`config.mk`:
```
export PLATFORM = sky130hd
export DESIGN_NAME = fir_sched
export DESIGN_NICKNAME = d
export VERILOG_FILES = /design/src/rtl/fir_sched.sv
export SDC_FILE = /design/constraint.sdc
export NUM_CORES = 1
export LEC_CHECK = 0
export BUFFER_PORTS_ARGS = -buffer_cell sky130_fd_sc_hd__clkbuf_2
export CORE_ASPECT_RATIO = 0.6
export CORE_MARGIN = 5
export CORE_UTILIZATION = 54
export DETAILED_ROUTE_END_ITERATION = 8
export PLACE_DENSITY = 0.84
export SLEW_MARGIN = 5
export SYNTH_ARGS = -nofsm -noshare
export SYNTH_HDL_FRONTEND = slang
export SYNTH_SLANG_ARGS = --single-unit
```
`constraint.sdc`:
```
create_clock -name clk -period 2.8 [get_ports clk]
set_input_delay 0.42 -clock clk [delete_from_list [all_inputs] [get_ports clk]]
set_output_delay 0.42 -clock clk [all_outputs]
set_load 0.03 [all_outputs]
```
`src/rtl/fir_sched.sv`:
```
// Two-requester round-robin scheduler and sequencer for the 8-bit fir increment pipeline.
// Runs one job at a time: accept, load strobe, wait LAT cycles, capture, respond.
module fir_sched #(
    parameter int unsigned LAT = 9
) (
    input  logic       clk,
    input  logic       rst_n,
    input  logic       req0_valid_i,
    input  logic [7:0] req0_seed_i,
    output logic       req0_ready_o,
    input  logic       req1_valid_i,
    input  logic [7:0] req1_seed_i,
    output logic       req1_ready_o,
    output logic       pe_o,
    output logic [7:0] seed_o,
    input  logic [7:0] dp_out_i,
    output logic       rsp_valid_o,
    input  logic       rsp_ready_i,
    output logic [7:0] rsp_data_o,
    output logic       rsp_id_o,
    output logic       busy_o,
    output logic [7:0] done_cnt_o
);

    typedef enum logic [1:0] {IDLE, LOAD, WAIT, RESP} state_t;

    localparam logic [7:0] LAT_M1 = 8'(LAT - 1);

    state_t     state_q, state_d;
    logic       prio_q;
    logic       id_q;
    logic [7:0] cnt_q;
    logic       grant0, grant1;
    logic       accept;

    // With both valid, prio_q picks the winner; otherwise the lone requester wins.
    assign grant0 = req0_valid_i & (~req1_valid_i | ~prio_q);
    assign grant1 = req1_valid_i & (~req0_valid_i |  prio_q);

    assign req0_ready_o = (state_q == IDLE) & grant0;
    assign req1_ready_o = (state_q == IDLE) & grant1;
    assign accept       = req0_ready_o | req1_ready_o;

    assign pe_o        = (state_q == LOAD);
    assign rsp_valid_o = (state_q == RESP);
    assign busy_o      = (state_q != IDLE);

    // NOTE: state_d gets its default before the case so no path leaves it unassigned (no latch).
    always_comb begin
        state_d = state_q;
        case (state_q)
            IDLE: if (accept) state_d = LOAD;
            LOAD: state_d = WAIT;
            WAIT: if (cnt_q == 8'd0) state_d = RESP;
            RESP: if (rsp_ready_i) state_d = IDLE;
            default: state_d = IDLE;
        endcase
    end

    // NOTE: all state is updated with non-blocking assignments so every register samples pre-edge values.
    always_ff @(posedge clk or negedge rst_n) begin
        if (!rst_n) begin
            state_q <= IDLE;
        end else begin
            state_q <= state_d;
        end
    end

    always_ff @(posedge clk or negedge rst_n) begin
        if (!rst_n) begin
            seed_o     <= 8'd0;
            id_q       <= 1'b0;
            cnt_q      <= 8'd0;
            rsp_data_o <= 8'd0;
            rsp_id_o   <= 1'b0;
            prio_q     <= 1'b0;
            done_cnt_o <= 8'd0;
        end else begin
            case (state_q)
                IDLE: begin
                    if (accept) begin
                        seed_o <= grant0 ? req0_seed_i : req1_seed_i;
                        id_q   <= grant1;
                    end
                end
                LOAD: cnt_q <= LAT_M1;
                WAIT: begin
                    if (cnt_q == 8'd0) begin
                        rsp_data_o <= dp_out_i;
                        rsp_id_o   <= id_q;
                    end else begin
                        cnt_q <= cnt_q - 8'd1;
                    end
                end
                RESP: begin
                    // The requester just served loses priority for the next contention.
                    if (rsp_ready_i) begin
                        prio_q     <= ~rsp_id_o;
                        done_cnt_o <= done_cnt_o + 8'd1;
                    end
                end
                default: ;
            endcase
        end
    end

endmodule

```
==> out/results.ini <==
[cells_and_area]
layout-drive-gt1-share = 0.3644
nFillCells = 266
fin_area_um2 = 2320
utilization = 0.6980
nets = 271
diodes = 0
layout-area-overhead-vs-synth_pct = 21.81

[synth]
async_reset_ff_frac = 1.000
syn_area_um2 = 1904
ys_ff_latch = 37
netlist_instances = 174
syn-num-nets = 210
synth_flop_cell = dfrtp_1
synth_area_per_cell_um2 = 10.94
synth_edf_count = 0
synth_warnings = 0
ys_seq_area_frac = 0.4862
synth_cell_types = 44

[drt]
ant_nets = 0
drt_wl_total_mm = 4.141
wl_per_cell_um = 14.74
remaining_drc_errors = 0
vias_per_cell = 5.349
drtIter0Drc = 114
vias = 1503
dr.pass1.iters = 4

[cts]
cts.htree.levels = 2
clk_latency_ps = 290
hold_buffers = 0
cts_resized = 0
cts_buffers = 5
post_cts_buffers = 0
clk_pin_slew_ps = 70
cts_max_path_buffers = 2
cts_root_buffer = clkbuf_8
cts.sinks = 37
tritoncts = yes

[pwr]
p_comb_frac = 0.506
clkPwrFrac = 0.132
p_per_area_nw_per_um2 = 1166
leakage_nw = 1.150
internal_power_mw = 1.419
switchingPower_mw = 1.286
switching_share = 0.4754
seqPwrFrac = 0.362
peakVddDrop_uv = 686.9
power_mw = 2.705

[worst_hold_path]
holdCritPathClass = in2async

[placement]
preCtsSetupSlack_ps = 933.4
place_hpwl_mm = 3.238
finalWeightedCongestion = 0.8589
post_dp_cell_area_um2 = 2237
port_buffers = 58

[global_routing]
antenna_found_initial = 0
overflow = 0
grt_pass1_vias = 1502
gr-usage-all-layers = 0.1876
grt_max_degree = 38
grt_pass1_wl_mm = 7.196

[setup_path]
reg2reg_slack_ps = 930
cp_slowest_cell = dfrtp_1
worstPathMaxFanout = 5
rr_worst_depth = 5
start_kind = register
max_stage_delay_ps = 420
r2r-start = cnt_q[0]
r2r_end = rsp_data_o[3]
crit_type = reg2out
cp_cell_sequence = inv_1 -> ha_1 -> nand2_1 -> a21oi_1 -> clkbuf_2
cp.required_ps = 2380
end_kind = output pin
cp.arrival_ps = 1570

[sta]
max_slew_margin = 0.3947
hold_violations = 0
maxSlewViolCount = 0
fin_crit_ps = 1985
tightest_slew_ps = 901.9
worst_clock_skew_ps = 6.575
finalCritPeriodShare = 0.7089
rsz0062_at_grt = false
fmax_ghz = 0.5038
setup_violations = 0
setup_ws_ps = 815.0
tns_ps = 0

[floorplan]
coreArea_um2 = 3323
rows = 16
start_util = 0.5730
io_pins = 59
die_y_um = 56
die_area_um2 = 4853
dieWidth_um = 86.67

[run_status]
status = completed

[flow_run]
max-cap-violations = 0

per-stage QoR:
stage,std cells,hold WS [ps]
2_1_floorplan,174,124.4
3_3_place_gp,273,457.2
3_5_place_dp,273,462.0
4_1_cts,281,270.4
5_1_grt,281,324.0
6_report,281,242.5
synth_stat cells (2+ instances only):
| library cell | instances | area (µm²) |
|---|---|---|
| o21ai_0 | 13 | 65.06 |
| a31oi_1 | 2 | 12.51 |
| nor2_1 | 2 | 7.510 |
| xnor2_1 | 3 | 26.28 |
| nand3_1 | 9 | 45.04 |
| nand2_1 | 15 | 56.30 |
| clkbuf_1 | 3 | 11.26 |
| o211ai_1 | 5 | 37.54 |
| and3_1 | 4 | 25.02 |
| ha_1 | 7 | 87.58 |
| mux2i_1 | 8 | 80.08 |
| buf_2 | 2 | 10.01 |
| dfrtp_1 | 37 | 925.9 |
| a31o_2 | 2 | 17.52 |
| or3_1 | 2 | 12.51 |
| nand2b_1 | 2 | 12.51 |
| nor3_1 | 4 | 20.02 |
| xor2_1 | 4 | 35.03 |
| a21oi_1 | 5 | 25.02 |
| a21o_1 | 3 | 22.52 |
| inv_1 | 10 | 37.54 |
| mux2_2 | 10 | 112.6 |
sequential cells by signal, indices dropped and copies added (netlist names):
name,flops
rsp_data_o,8
id_q,1
seed_o,8
done_cnt_o,8
rsp_id_o,1
prio_q,1
cnt_q,8
state_q,2
placed cells by master, fill, tap and decap left out, drive strengths merged, types with 2 or more instances in the layout:
| master | netlist | routed |
|---|---|---|
| clkbuf | 3 | 64 |
| dfrtp | 37 | 37 |
| nand2 | 15 | 15 |
| o21ai | 14 | 14 |
| inv | 10 | 10 |
| mux2 | 10 | 10 |
| nand3 | 10 | 10 |
| mux2i | 8 | 8 |
| ha | 7 | 7 |
| a21oi | 5 | 5 |
| o211ai | 5 | 5 |
| nor3 | 5 | 5 |
| and3 | 4 | 4 |
| xor2 | 4 | 4 |
| xnor2 | 3 | 3 |
| a21o | 3 | 3 |
| nor2 | 2 | 2 |
| or3 | 2 | 2 |
| nand2b | 2 | 2 |
| a31oi | 2 | 2 |
| a31o | 2 | 2 |
| clkinv | 0 | 2 |
| or3b | 2 | 2 |
| a211o | 2 | 2 |
| o311ai | 2 | 2 |
critical path, delay by kind of cell, from the launching register on:
family	cells	cell delay, ps
AO/OA/AOI/OAI	1	180
adder cells (fa/ha/maj)	1	240
buffers and inverters	2	370
flip-flops	1	420
AND/OR/NAND/NOR	1	70
kinds of logic (layout without fill, tap and decap cells):
logic type / after synthesis / count (layout) / share of synthesized area
AND/OR/NAND/NOR: 51 / 51 / 0.1676
AO/OA/AOI/OAI: 39 / 39 / 0.1360
flip-flops: 37 / 37 / 0.4862
multiplexers: 18 / 18 / 0.1012
buffers and inverters: 15 / 77 / 0.03088
adder cells (fa/ha/maj): 7 / 7 / 0.04599
XOR/XNOR: 7 / 7 / 0.03220
final cells by class:
type	count	area, µm²	area share
Clock buffer	6	72.57	0.03128
Clock inverter	2	10.01	0.004315
Inverter	10	37.54	0.01618
Multi-Input combinational cell	122	919.6	0.3964
Sequential cell	37	925.9	0.3991
Tap cell	45	56.30	0.02427
Timing Repair Buffer	59	297.8	0.1284
power by group through the flow:
stage / Clock [mW] / Combinational, mW / Sequential [mW]
floorplan: 0 / 0.735 / 1.23
global placement: 0 / 1.35 / 0.975
detailed placement: 0 / 1.37 / 0.988
CTS: 0.367 / 1.38 / 0.979
global route: 0.398 / 1.51 / 1.02
finish: 0.357 / 1.37 / 0.980
worst max path at each step:
stage                     slack, ps  depth (start not counted)             to  startpoint
after global routing            700                          5   req1_ready_o  state_q[1]
final                           810                          5   req1_ready_o  state_q[1]
after floorplan                1120                          4   req1_ready_o  state_q[0]
after CTS                       810                          5   req1_ready_o  state_q[1]
after global placement          980                          5  rsp_data_o[4]    cnt_q[0]
after detailed placement        930                          5  rsp_data_o[3]    cnt_q[1]
per-layer routing:
layer  up-vias  GRT usage  wire [µm]
met5         -          0          0
met2        56     0.2582       1806
met3         6    0.07840        377
li1        751          -          -
met4         0    0.06444         41
met1       690     0.2633       1916
No activity file was read; power rests on OpenSTA's default activity.
